<file path="src/rtl/sip_dot_slice_sched.sv">
// Job sequencer for the bit-sliced sip_dot datapath: walks (tile, weight slice, activation slice)
// pairs, tags each issue with its shift amount and shift-accumulates the returned adder sums.
module sip_dot_slice_sched #(
  parameter int SLICE_W  = 2,
  parameter int MAX_SLC  = 4,
  parameter int PSUM_W   = 11,
  parameter int ACC_W    = 32,
  parameter int TILE_W   = 8,
  parameter int PSUM_LAT = 1
) (
  input  logic                        i_CLK,
  input  logic                        i_RST,
  input  logic                        i_JobValid,
  output logic                        o_JobReady,
  input  logic [$clog2(MAX_SLC)-1:0]  i_PrecA,
  input  logic [$clog2(MAX_SLC)-1:0]  i_PrecW,
  input  logic [TILE_W-1:0]           i_NumTiles,
  output logic                        o_Issue,
  output logic [TILE_W-1:0]           o_TileIdx,
  output logic [$clog2(MAX_SLC)-1:0]  o_ASlice,
  output logic [$clog2(MAX_SLC)-1:0]  o_WSlice,
  output logic                        o_SignI,
  output logic                        o_SignW,
  input  logic [PSUM_W-1:0]           i_Psum,
  output logic                        o_ResValid,
  input  logic                        i_ResReady,
  output logic [ACC_W-1:0]            o_Result,
  output logic                        o_Busy
);

  localparam int SLC_W = $clog2(MAX_SLC);
  localparam int SH_W  = $clog2(2 * SLICE_W * (MAX_SLC - 1) + 1);
  localparam logic [PSUM_LAT-1:0] LAST_MASK = PSUM_LAT'(1) << (PSUM_LAT - 1);

  typedef enum logic [1:0] {ST_IDLE, ST_ISSUE, ST_DRAIN, ST_DONE} state_t;

  state_t              state_q;
  logic [SLC_W-1:0]    prec_a_q, prec_w_q, a_q, w_q;
  logic [TILE_W-1:0]   ntile_q, tile_q;
  logic [ACC_W-1:0]    acc_q, acc_d, result_q;
  logic                res_valid_q;
  logic [PSUM_LAT-1:0] dl_valid_q;
  logic [SH_W-1:0]     dl_sh_q [PSUM_LAT];

  logic                issue_s, a_last_s, w_last_s, t_last_s, add_s, drain_done_s;
  logic [SH_W-1:0]     sh_s;
  logic [ACC_W-1:0]    psum_ext_s;

  always_comb begin
    issue_s      = (state_q == ST_ISSUE);
    a_last_s     = (a_q == prec_a_q);
    w_last_s     = (w_q == prec_w_q);
    t_last_s     = (tile_q == ntile_q);
    sh_s         = SH_W'(SLICE_W) * (SH_W'(a_q) + SH_W'(w_q));
    psum_ext_s   = ACC_W'($signed(i_Psum));
    add_s        = dl_valid_q[PSUM_LAT-1];
    // Last add in flight and nothing queued behind it.
    drain_done_s = add_s && ((dl_valid_q & ~LAST_MASK) == '0);
    if (add_s) begin
      acc_d = acc_q + (psum_ext_s << dl_sh_q[PSUM_LAT-1]);
    end else begin
      acc_d = acc_q;
    end
  end

  always_ff @(posedge i_CLK) begin
    if (i_RST) begin
      state_q     <= ST_IDLE;
      prec_a_q    <= '0;
      prec_w_q    <= '0;
      ntile_q     <= '0;
      a_q         <= '0;
      w_q         <= '0;
      tile_q      <= '0;
      acc_q       <= '0;
      result_q    <= '0;
      res_valid_q <= 1'b0;
      dl_valid_q  <= '0;
      for (int i = 0; i < PSUM_LAT; i++) dl_sh_q[i] <= '0;
    end else begin
      dl_valid_q[0] <= issue_s;
      dl_sh_q[0]    <= sh_s;
      for (int i = PSUM_LAT - 1; i > 0; i--) begin
        dl_valid_q[i] <= dl_valid_q[i-1];
        dl_sh_q[i]    <= dl_sh_q[i-1];
      end
      acc_q <= acc_d;
      case (state_q)
        ST_IDLE: begin
          if (i_JobValid) begin
            prec_a_q <= i_PrecA;
            prec_w_q <= i_PrecW;
            ntile_q  <= i_NumTiles;
            a_q      <= '0;
            w_q      <= '0;
            tile_q   <= '0;
            acc_q    <= '0;
            state_q  <= ST_ISSUE;
          end
        end
        ST_ISSUE: begin
          // Activation slice innermost, then weight slice, then tile.
          if (!a_last_s) begin
            a_q <= a_q + SLC_W'(1);
          end else begin
            a_q <= '0;
            if (!w_last_s) begin
              w_q <= w_q + SLC_W'(1);
            end else begin
              w_q <= '0;
              if (!t_last_s) begin
                tile_q <= tile_q + TILE_W'(1);
              end else begin
                tile_q  <= '0;
                state_q <= ST_DRAIN;
              end
            end
          end
        end
        ST_DRAIN: begin
          if (drain_done_s) begin
            result_q    <= acc_d;
            res_valid_q <= 1'b1;
            state_q     <= ST_DONE;
          end
        end
        ST_DONE: begin
          if (i_ResReady) begin
            res_valid_q <= 1'b0;
            state_q     <= ST_IDLE;
          end
        end
        default: state_q <= ST_IDLE;
      endcase
    end
  end

  assign o_JobReady = (state_q == ST_IDLE);
  assign o_Busy     = (state_q != ST_IDLE);
  assign o_Issue    = issue_s;
  assign o_TileIdx  = tile_q;
  assign o_ASlice   = a_q;
  assign o_WSlice   = w_q;
  assign o_SignI    = issue_s && a_last_s;
  assign o_SignW    = issue_s && w_last_s;
  assign o_ResValid = res_valid_q;
  assign o_Result   = result_q;

endmodule

</file>
<file path="config.mk">
export PLATFORM = sky130hd
export DESIGN_NAME = sip_dot_slice_sched
export DESIGN_NICKNAME = d
export VERILOG_FILES = /design/src/rtl/sip_dot_slice_sched.sv
export SDC_FILE = /design/constraint.sdc
export NUM_CORES = 1
export LEC_CHECK = 0
export CELL_PAD_IN_SITES_DETAIL_PLACEMENT = 0
export CELL_PAD_IN_SITES_GLOBAL_PLACEMENT = 1
export CORE_UTILIZATION = 44
export DETAILED_ROUTE_END_ITERATION = 7
export PLACE_DENSITY_LB_ADDON = 0.25
export SETUP_SLACK_MARGIN = 0.2
export SLEW_MARGIN = 20
export SYNTH_ARGS = -nofsm -noshare
export SYNTH_HDL_FRONTEND = slang
export SYNTH_SLANG_ARGS = --single-unit
</file>
<file path="constraint.sdc">
create_clock -name i_CLK -period 5.5 [get_ports i_CLK]
set_input_delay 0.55 -clock i_CLK [delete_from_list [all_inputs] [get_ports i_CLK]]
set_output_delay 0.55 -clock i_CLK [all_outputs]
set_load 0.05 [all_outputs]
</file>
# ---- Yosys cells after proc, flatten, opt, wreduce, memory -nomap -nowiden
# Memory sizes are Yosys's and may differ from the RTL's.
# Index checks and enable logic that the tools add are counted.
dict set report totals {
  reg_bits 92
  ram_bits 3
  mem_count 1
  out_inout_bits 50
}
# memory words width read_ports rd_ports_with_merged_regs write_ports line_no
set memory_table {}
lappend memory_table {dl_sh_q 1 3 1 0 1 43} ;# logic [SH_W-1:0] dl_sh_q [PSUM_LAT];
dict set report op_classes {
  mux 29
  n_eq_ne 12
  n_shift 1
  addsub 5
  n_reduce_logical 14
}
# cell count
set ops {}
lappend ops {{$mux W32} 3}
lappend ops {{$add A32 B32 Y32} 1}
lappend ops {{$mux W8} 4}
lappend ops {{$shl A32 B4 Y32} 1}
lappend ops {{$mux W2} 10}
lappend ops {{$pmux W8 S2} 1}
lappend ops {{$add A8 B1 Y8 const B} 1}
lappend ops {{$eq A8 B8 Y1} 1}
lappend ops {{$pmux W2 S2} 2}
lappend ops {{$pmux W2 S4} 1}
lappend ops {{$mux W1} 6}
lappend ops {{$ne A2 B1 Y1 const B} 3}
lappend ops {{$ne A2 B2 Y1 const B} 3}
lappend ops {{$reduce_and A2 Y1} 3}
lappend ops {{$reduce_and A3 Y1} 2}
lappend ops {{$reduce_and A6 Y1} 1}
lappend ops {{$reduce_bool A2 Y1} 3}
lappend ops {{$add A2 B1 Y2 const B} 2}
lappend ops {{$eq A2 B2 Y1} 2}
lappend ops {{$eq A2 B2 Y1 const B} 2}
lappend ops {{$reduce_and A4 Y1} 1}
lappend ops {{$add A2 B2 Y3} 1}
lappend ops {{$mux W3} 1}
lappend ops {{$reduce_or A3 Y1} 1}
lappend ops {{4 further kinds} 5}

# ---- Depth between registers and ports, before layout
# Gate-level depths: netlist (run 1).
# An unclocked memory read counts as a cell.
dict set report logic_depth {
  word_depth 6
  ltp_mapped 17
}

# ---- Worst setup path after synthesis (run 1)
# No wires, ideal clock.
dict set report synth_timing {
  path_kind {register to register}
  from {memory dl_sh_q[0][0] (netlist bit)}
  to {register result_q[31] (netlist: o_Result[31])}
  setup_slack_ps 2051
  setup_ps 86
  n_path_buf 3
  path_stages_with_launch 18
  required_time_ps 5414
  period_less_slack_ps 3449
  arrival_ps 3364
  cell_sequence {dfxtp_1 > clkbuf_1 > buf_1 > mux2i_1 > nand2_1 > o21ai_0 > a21oi_1 > ha_1 > buf_2 > a211oi_2 > nand2_1 > a211oi_2 > o21ai_1 > and4_4 > nor4_1 > nor3_1 > xnor2_1 > a211oi_1}
}
dict set report synth_between {
  elab_chain_cells 4
}
# element line_no
set synth_lines {}
lappend synth_lines {{from (decl)} 43}
lappend synth_lines {{$mem_v2 Z1 W3} n/a}
lappend synth_lines {{$shl A32 B4 Y32} 60} ;# acc_d = acc_q + (psum_ext_s << dl_sh_q[PSUM_LAT-1]);
lappend synth_lines {{$add A32 B32 Y32} 60}
lappend synth_lines {{$mux W32} 59} ;# if (add_s) begin
lappend synth_lines {{to (signal assigned)} 76} ;# result_q <= '0;
lappend synth_lines {{to (signal assigned)} 122} ;# result_q <= acc_d;
lappend synth_lines {{to (decl)} 40} ;# logic [ACC_W-1:0] acc_q, acc_d, result_q;
# No other way between the ends.
# A chain may end at the register's enable or synchronous reset.

# ---- Final worst setup path (run 1)
dict set report layout_timing {
  from {memory dl_sh_q[0][0] (netlist bit)}
  to {register result_q[28] (netlist: o_Result[28])}
}
# The elaborated chain is that of the path after synthesis.

==> results of run 1 <==
## how the worst min path moves through the flow
stage                       startpoint           end  slack (ns)
after floorplan              acc_q[28]     acc_q[28]        0.44
after global placement    o_Result[24]  o_Result[24]        0.44
after detailed placement  o_Result[24]  o_Result[24]        0.45
after CTS                 o_Result[18]  o_Result[18]        0.46
after global routing       o_Result[3]   o_Result[3]        0.48
final                     o_Result[24]  o_Result[24]        0.45
## power by group through the flow
stage          Combinational [mW]  Sequential [mW]  Clock (mW)
2_1_floorplan               0.662            0.863           0
3_3_place_gp                0.925            0.824           0
3_5_place_dp                0.935            0.827           0
4_1_cts                     0.941            0.811       0.661
5_1_grt                      1.04            0.821       0.685
6_report                    0.937            0.811       0.644
## routing by layer
metal	wire length [um]	track usage, %
met4	434	11.2
met5	0	0
met3	533	2.99
met2	6650	36.9
met1	7110	30.2
## sequential cells by signal (all words and copies together) (netlist names)
name and cells:
acc_q 32, add_s 1, dl_sh_q 3, ntile_q 8, o_ASlice 2, o_ResValid 1, o_Result 32, o_TileIdx 8
o_WSlice 2, prec_a_q 2, prec_w_q 2, state_q 2
## layout make-up
| class | instances | area (um2) | area share, % |
|---|---|---|---|
| clock inverter | 6 | 71.3 | 1.02 |
| inverter | 22 | 82.6 | 1.18 |
| sequential | 95 | 1900 | 27.3 |
| clock buffer | 10 | 229 | 3.28 |
| timing repair buffer | 82 | 801 | 11.5 |
| tap | 172 | 215 | 3.09 |
| multi-input combinational | 581 | 3670 | 52.7 |
## worst max-delay path, cell delays in order, from the launching register on
cell and delay, ns:
dfxtp_1 0.78, inv_1 0.23, nand2_1 0.18, nor3_1 0.08, ha_1 0.26, fa_1 0.43
a21oi_1 0.27, o21ai_2 0.14, a211oi_4 0.33, o221ai_1 0.21, o21ai_1 0.34, nor3_1 0.14
or3_1 0.34, nand3_1 0.09, a21oi_1 0.06
## cells by family (layout without fill, tap and decap cells)
logic type / count (synthesis) / count (layout) / share of synthesized area (%)
xor+xnor: 44 / 44 / 6.60
compound gates: 193 / 193 / 20.9
fa+ha+maj: 39 / 39 / 8.62
buf+inv: 67 / 120 / 4.52
simple gates: 266 / 266 / 20.0
flops: 95 / 95 / 32.6
mux: 39 / 39 / 6.77
## metrics by stage
stage | power [mW] | hold WS (ns) | cells | util [%] | setup WS [ns]
4_1_cts | 2.41 | 0.457 | 968 | 54.6 | 1.53
2_1_floorplan | 1.52 | 0.445 | 743 | - | 2.05
3_3_place_gp | 1.75 | 0.442 | 952 | 52.3 | 1.24
3_5_place_dp | 1.76 | 0.447 | 952 | 52.3 | 1.26
6_report | 2.39 | 0.454 | 968 | 54.6 | 1.46
5_1_grt | 2.54 | 0.476 | 968 | 54.6 | 1.19
## cell usage in the layout, fill, tap and decap left out, types with 7 or more instances in the layout
cell type,n
a211oi_1,11
a21o_1,17
a21oi_1,86
and3_1,7
clkbuf_16,9
clkdlybuf4s50_1,75
dfxtp_1,95
ha_1,37
inv_1,22
mux2i_1,35
nand2_1,119
nand3_1,13
nand4_1,14
nor2_1,76
nor3_1,8
o21ai_0,28
xnor2_1,29
xor2_1,15
==> results.md, run 1 <==
- Fillers: 1235
- Worst Hold Class: reg2reg
- Worst hold path depth: 2
- Nets: 857
- Syn_nets: 809
- Max_cap viols: 0
- Period utilization: 73.5%
- Drt wl/cell: 15.2 um
- Post-DP Area: 6680 um2
- Maximum root-to-sink buffer count: 2
- Routed vias: 5281
- Area share of the largest cell type after synthesis: 32.6%
- Status: finished clean
- Number of vias per cell: 5.46
- Area growth from synthesis to layout: 19.5%
- Unrepaired setup endpoints after global routing: no
- P_int: 1.46 mW
- Post-cts sizing count: 0
- CP max FO: 15
- Mapped Cells: 743
- Setup TNS: 0 ns
- Synth warn: 0
- Hold Vio Cnt, Final: 0
- DIE HEIGHT: 117 um
- Layout Skew: 0.00517 ns
- Distinct cells, synth: 57
- Synth top area cells: dfxtp_1 33%, ha_1 7.9%, nand2_1 7.7%
- Post-route ant nets: 0
- Drt total wl: 14700 um
- Post-synth top flop: dfxtp_1
- Drt pass-1 iters: 5
- Seq/Total Area, Yosys: 32.6%
- Pleak: 2.68 nW
- Initial antenna violation count: 0
- Crit path launch: dl_sh_q[0][0]
- Row cnt: 41
- Period minus WS final: 4.04 ns
- Worst Reg-to-Reg Cells: 14
- Reg2reg setup slack: 1.46 ns
- Fraction of layout cells with a size suffix above 1: 5.03%
- Die X: 117 um
- Port buffer count: 76
- WS Path Type: reg2reg
- TritonCTS Sinks: 95
- CP Capture Type: register
- Top Ports: 77
- Post-synthesis async set-or-reset flop share: 0%
- Starting Density: 45.7%
- Total gr overflow: 0
- Startpoint Class: register
- Skew-Pair Late Insertion Delay: 0.36 ns
- Worst EP required: 5.71 ns
- Crit path arrival time: 4.25 ns
- Sw frac: 39.2%
- Fmax: 0.247 GHz
- Reg2reg start: dl_sh_q[0][0]
- Synth area leader: dfxtp_1
- Placer Congestion: 0.872
- Combinational share of power: 39.2%
- Number of flops mapped to enable cells by yosys: 0
- Design Area, Final: 6980 um2
- # setup viols final: 0
- Share of power burned in registers: 33.9%
- CTS clk-pin slew, worst paths: 0.07 ns
- CTS tree: yes
- Worst vdd ir: 278 uV
- Synthesized cell area: 5840 um2
- DR iter-0 viols: 271
- GRT Total Usage: 22.9%
- PwrDens: 343 nW/um2
- Diodes inserted: 0
- Htree depth: 3
- Top post-synthesis cells by count: 119 x nand2_1, 95 x dfxtp_1, 86 x a21oi_1
- Average size of a mapped cell: 7.86 um2
- #FFs+latches synth: 95
- CTS Hold Bufs: 0
- Num CTS Buffers: 9
- Psw: 0.937 mW
- First-pass GRT wire length: 24300 um
- Number of post-CTS setup repair buffers: 0
- # DRC: 0
- Most common cell in the netlist: nand2_1
- Dpl hpwl: 10700 um
- CP endpoint: o_Result[28]
- Core area: 12800 um2
- Share of total power in the clock network: 26.9%
- RR Endpoint: o_Result[28]
- Number of global-route vias before repair: 5067
- Relative slew slack: 43.0%
- Largest net degree at the start of global routing: 63
- Die area: 13700 um2
- Root buffer cell: clkbuf_16
- Worst Tran Pin Value: 0.852 ns
- Pins Over Slew Limit: 0
Power figures use the tool's default switching activity.
==> inputs of run 2 (changes only) <==
Settings changed: CORE_UTILIZATION 44 to 37.
Clock period 5.5 ns to 3.46 ns, I/O delays scaled along.
==> run 2 against run 1 <==
Net effect: die area grew 19%; non-clock buffer count grew 98; maximum frequency grew 26%; global-route usage shrank 1.8 points; sequential share of layout area shrank 4.4 points.
==> results.md, run 2 (same netlist as run 1, synthesis figures left out) <==
- Status: finished clean
- CTS Hold Bufs: 0 (unchanged)
- Worst Tran Pin Value: 0.702 ns (-0.151 ns)
- Bufs and invs on worst path: 4 (+3)
- Fraction of layout cells with a size suffix above 1: 23.3% (+18 points)
- TritonCTS Sinks: 95 (unchanged)
- CP max FO: 5 (-10)
- Starting Density: 38.1% (-7.6 points)
- First-pass GRT wire length: 27000 um (+11%)
- Crit path depth: 15 (+1)
- Worst EP required: 3.76 ns (-1.95 ns)
- Worst path top cell family by delay: compound AO/OA/AOI/OAI gates
- Total gr overflow: 0 (unchanged)
- Reg2reg setup slack: 0.26 ns (-1.20 ns)
- Skew-Pair Late Insertion Delay: 0.36 ns (about the same)
- Drt pass-1 iters: 4 (-1)
- Largest net degree at the start of global routing: 45 (-29%)
- Most common cell after layout, fill and taps aside: nand2_1
- # DRC: 0 (unchanged)
- Reg2reg start: dl_sh_q[0][0]
- Post-place setup slack: -0.293 ns (-1.55 ns)
- Crit path arrival time: 3.50 ns (-0.75 ns)
- Layout Cells excl Fill: 1105 (+14%)
- Placer Congestion: 0.937 (+7.5%)
- Fmax: 0.312 GHz (+26%)
- # setup viols final: 0 (unchanged)
- Post-Place Cells: 1079 (+13%)
- Root buffer cell: clkbuf_16
- Hold EP: o_Result[1]
- Pleak: 3.28 nW (+22%)
- CTS tree: yes
- GRT Total Usage: 21.1% (-1.8 points)
- Number of vias per cell: 5.14 (-5.8%)
- Worst Reg-to-Reg Cells: 15 (+1)
- Drt total wl: 17300 um (+18%)
- Most frequent cells in the layout: 116 x nand2_1, 96 x buf_4, 94 x dfxtp_1, 73 x clkdlybuf4s50_1, 72 x nor2_1
- Beginning of the worst hold path: i_RST
- Drt wl/cell: 15.7 um (+3.0%)
- PwrDens: 506 nW/um2 (+48%)
- DIE HEIGHT: 128 um (+8.9%)
- Cell Chain, Critical Path: clkbuf_16, clkinvlp_4, buf_4, buf_4, a31oi_4, nor2_1, ha_2, and3_4, a211oi_4, o31a_1, o31ai_4, a31oi_2, xnor2_1, mux2i_1, nor2_1
- Hold Vio Cnt, Final: 0 (unchanged)
- Worst Hold Class: in2reg
- Total chip power: 4.22 mW (+77%)
- Unrepaired setup endpoints after global routing: yes
- DR iter-0 viols: 285 (+5.2%)
- Worst hold path depth: 2 (unchanged)
- Port buffer count: 76 (unchanged)
- Relative slew slack: 53.2% (+10 points)
- Die X: 128 um (+8.9%)
- CTS clk-pin slew, worst paths: 0.08 ns (about the same)
- Startpoint Class: register
- Period utilization: 92.6% (+19 points)
- Post-route ant nets: 0 (unchanged)
- CP Capture Type: register
- Pins Over Slew Limit: 0 (unchanged)
- Worst vdd ir: 479 uV (+72%)
- Crit path launch: dl_sh_q[0][0]
- Htree depth: 3 (unchanged)
- Maximum root-to-sink buffer count: 2 (unchanged)
- Number of global-route vias before repair: 5469 (+7.9%)
- Row cnt: 45 (+9.8%)
- Die area: 16300 um2 (+19%)
- Final worst-path setup slack: 0.255 ns (-1.20 ns)
- Area growth from synthesis to layout: 42.9%
- Layout Skew: 0.0112 ns (+0.00598 ns)
- Core area: 15300 um2 (+20%)
- Num CTS Buffers: 9 (unchanged)
- CP max-delay cell: o31ai_4
- CP peak stage delay: 0.39 ns (-0.39 ns)
- Top Ports: 77 (unchanged)
- Diodes inserted: 0 (unchanged)
- Initial antenna violation count: 0 (unchanged)
- Nets: 955 (+11%)
- RR Endpoint: acc_q[26]
- WS Path Type: reg2reg
- Routed vias: 5680 (+7.6%)
- Period minus WS final: 3.20 ns (-0.837 ns)
- Max_cap viols: 0 (unchanged)
- Dpl hpwl: 12200 um (+14%)
## run 2: changes by cell type in the layout (fill, tap and decap cells not counted), sizes merged
cell / change
buf: +97
inv: +3
clkinv: -2
clkdlybuf4s50: -2
dlymetal6s2s: +2
## run 2: final cells by class
cell class              instances  area [um2]
fillers                      1428        6970
multi-input cells             581        4160
flip-flops and latches         95        1910
repair buffers                180        1610
well taps                     211         264
clock buffers                   9         225
clock inverters                 7        96.3
inverters                      22        86.3
## run 2: report_power, final
part / leakage [nW] / switching [mW] / total (mW) / internal (mW)
registers: 0.770 / 0.0910 / 1.29 / 1.20
clock network: 0.155 / 0.505 / 1.09 / 0.585
logic: 2.36 / 1.06 / 1.84 / 0.778
## run 2: how the worst max path moves through the flow
stage | endpoint | slack [ns]
finish | acc_q[26] | 0.26
global route | o_Result[30] | 0.12
CTS | acc_q[29] | 0.20
detailed placement | o_Result[31] | -0.29
global placement | o_Result[31] | -0.24
floorplan | o_Result[31] | 0.21
## run 2: metrics by stage
step / hold WS (ns) / setup TNS [ns] / util, % / area (um2)
floorplan: 0.445 / 0 / - / 5840
global placement: 0.442 / -2.89 / 48.4 / 7410
global route: 0.427 / 0 / 54.5 / 8340
detailed placement: 0.448 / -2.93 / 48.4 / 7410
finish: 0.414 / 0 / 54.5 / 8340
CTS: 0.404 / 0 / 51.0 / 7800
## run 2: timing repair
item | CTS | global route
endpoints found under the setup margin | 22 | 31
gates resized for setup | 14 | 96
hold endpoints to repair | 0 | 0
buffers inserted | 3 | 6
cloned | 0 | 1
pin swaps | 8 | 39
## run 2: routing by layer
metal / part of all wire (%) / up-vias / GRT usage (%)
li1: - / 2888 / -
met1: 47 / 2646 / 27.1
met2: 47 / 121 / 35.4
met3: 3.6 / 25 / 2.89
met4: 2.4 / 0 / 9.07
met5: 0 / - / 0
==> inputs of run 3 (changes only) <==
Settings changed: CAP_MARGIN set to 40, CORE_MARGIN set to 3, PLACE_DENSITY set to 0.78, PLACE_DENSITY_LB_ADDON 0.25 to not set.
==> run 3 against run 2 <==
Net effect: combinational power shrank 2%; flip-flop and latch count unchanged; clock power up 6%; clock skew grew 0.0010 ns; critical path type is now in2reg; global-route usage shrank 1.6 points.
==> results.md, run 3 (same netlist as run 1, synthesis figures left out) <==
- Cell Chain, Critical Path: clkdlybuf4s50_1, buf_4, nor2_1, a21oi_1, nand2_1, nand2_1, ha_1, a211oi_1, nand2_1, a31oi_2, inv_1, o31a_1, o31ai_2, nand3b_1, a21oi_2
- DIE HEIGHT: 132 um (+3.1%)
- GRT Total Usage: 19.5% (-1.6 points)
- Fillers: 1453 (+1.8%)
- Met2 Use GR: 31.7% (-3.8 points)
- Startpoint Class: input port
- GR peak layer: met2
- Pleak: 3.25 nW (-0.96%)
- # setup viols final: 0 (unchanged)
- Met1 Track Usage GR: 25.8% (-1.3 points)
- Num CTS Buffers: 9 (unchanged)
- Dpl hpwl: 12800 um (+5.0%)
- Layout Skew: 0.0122 ns (+0.00104 ns)
- Most frequent cells in the layout: 117 x nand2_1, 100 x buf_4, 92 x dfxtp_1, 75 x nor2_1, 75 x clkdlybuf4s50_1
- Period minus WS final: 3.26 ns (+0.0564 ns)
- Number of vias per cell: 5.16 (+0.32%)
- Nets: 954 (-0.10%)
- Placer Congestion: 0.895 (-4.5%)
- Worst EP required: 3.76 ns (about the same)
- Worst Tran Pin Value: 0.704 ns (+0.00213 ns)
- Drt total wl: 17300 um (-0.31%)
- Root buffer cell: clkbuf_16
- Worst vdd ir: 414 uV (-14%)
- Relative slew slack: 53.0% (-0.14 points)
- CP Capture Type: register
- Starting Density: 38.1% (unchanged)
- Skew-Pair Late Insertion Delay: 0.37 ns (about the same)
- Hold Worst Slack: 0.452 ns (+0.0379 ns)
- Worst path top cell family by delay: compound AO/OA/AOI/OAI gates
- DR iter-0 viols: 258 (-9.5%)
- Post-route ant nets: 0 (unchanged)
- Most common cell after layout, fill and taps aside: nand2_1
- Crit path arrival time: 3.56 ns (+0.06 ns)
- Bufs and invs on worst path: 3 (-1)
- TritonCTS Sinks: 95 (unchanged)
- Top Ports: 77 (unchanged)
- Number of global-route vias before repair: 5591 (+2.2%)
- Routed vias: 5693 (+0.23%)
- WS Path Type: in2reg
- Initial antenna violation count: 0 (unchanged)
- Total chip power: 4.23 mW (+0.20%)
- Hold Vio Cnt, Final: 0 (unchanged)
- CTS Hold Bufs: 0 (unchanged)
- Area growth from synthesis to layout: 39.1%
- Total gr overflow: 0 (unchanged)
- Row cnt: 45 (unchanged)
- Final core area utilization: 53.0% (-1.5 points)
- Grt met3 use: 4.21% (+1.3 points)
- Crit-path most repeated cell: nand2_1
- CP max-delay cell: clkdlybuf4s50_1
- Fraction of layout cells with a size suffix above 1: 21.5% (-1.8 points)
- Htree depth: 3 (unchanged)
- Die area: 17300 um2 (+6.4%)
- PwrDens: 521 nW/um2 (+2.9%)
- CP max FO: 5 (unchanged)
- Status: finished clean
- Diodes inserted: 0 (unchanged)
- Drt pass-1 iters: 4 (unchanged)
- Fmax: 0.307 GHz (-1.7%)
- Unrepaired setup endpoints after global routing: yes
- Pins Over Slew Limit: 0 (unchanged)
- Core area: 15300 um2 (unchanged)
- Port buffer count: 76 (unchanged)
- # DRC: 0 (unchanged)
- First-pass GRT wire length: 27800 um (+3.0%)
- Worst Hold Class: reg2reg
- CTS clk-pin slew, worst paths: 0.07 ns (about the same)
- Maximum root-to-sink buffer count: 2 (unchanged)
- Max_cap viols: 0 (unchanged)
- Die X: 132 um (+3.1%)
- CP peak stage delay: 0.57 ns (+0.18 ns)
- Largest net degree at the start of global routing: 41 (-8.9%)
- Drt wl/cell: 15.6 um (-0.22%)
- CTS tree: yes
- Period utilization: 94.3% (+1.6 points)
-- run 3: cell count changes in the layout (fill, tap and decap cells not counted), sizes merged --
cell           change
dlymetal6s2s       -2
clkinvlp           -1
bufinv             +1
clkbuf             -1
clkdlybuf4s50      +2
clkinv             -1
inv                +1
-- run 3: final cells by class --
type                       count  area (um2)  area share, %
clock buffer                   9         225           2.77
clock inverter                 7         110           1.36
inverter                      22        82.6           1.02
multi-input combinational    581        3990           49.1
sequential                    95        1910           23.5
tap                          211         264           3.25
timing repair buffer         179        1540           19.0
-- run 3: path summary, 6_finish.rpt --
check | start | to | slack, ns | cells past startpoint
worst min register to register | o_Result[19] | o_Result[19] | 0.45 | 2
worst max register to register | dl_sh_q[0][0] | acc_q[28] | 0.20 | 15
worst max-delay path | i_Psum[10] | o_Result[29] | 0.20 | 15
worst min-delay path | o_Result[19] | o_Result[19] | 0.45 | 2
-- run 3: power breakdown --
group          total, mW  switching, mW  internal [mW]  leakage (nW)
Clock               1.15          0.494          0.651         0.162
Combinational       1.80           1.06          0.738          2.32
Sequential          1.29         0.0848           1.20         0.771
Total               4.23           1.64           2.59          3.25
-- run 3: tightest hold or removal path, stage by stage (launching register included) --
cell,delay (ns)
dfxtp_1,0.31
nand2_1,0.05
a21oi_1,0.05
-- run 3: metal layers --
layer | vias up | routed length (um) | share of wire, %
li1 | 2887 | - | -
met1 | 2670 | 8210 | 48
met2 | 109 | 8040 | 47
met3 | 27 | 678 | 3.9
met4 | 0 | 330 | 1.9
met5 | - | 0 | 0
-- run 3: per-stage QoR --
stage	std cells	cell area, um2	worst slack (ns)	TNS, ns
2_1_floorplan	743	5840	0.205	0
4_1_cts	1099	7850	0.193	0
6_report	1104	8120	0.199	0
3_5_place_dp	1080	7390	-0.247	-3.77
5_1_grt	1104	8120	0.0236	0
3_3_place_gp	1080	7390	-0.206	-2.31
-- run 3: timing repair --
item / 4_1_cts / 5_1_grt
setup endpoints to repair: 30 / 38
resized for setup: 24 / 55
buffers inserted: 3 / 5
pin swaps: 18 / 27
endpoints found under the hold margin: 0 / 0
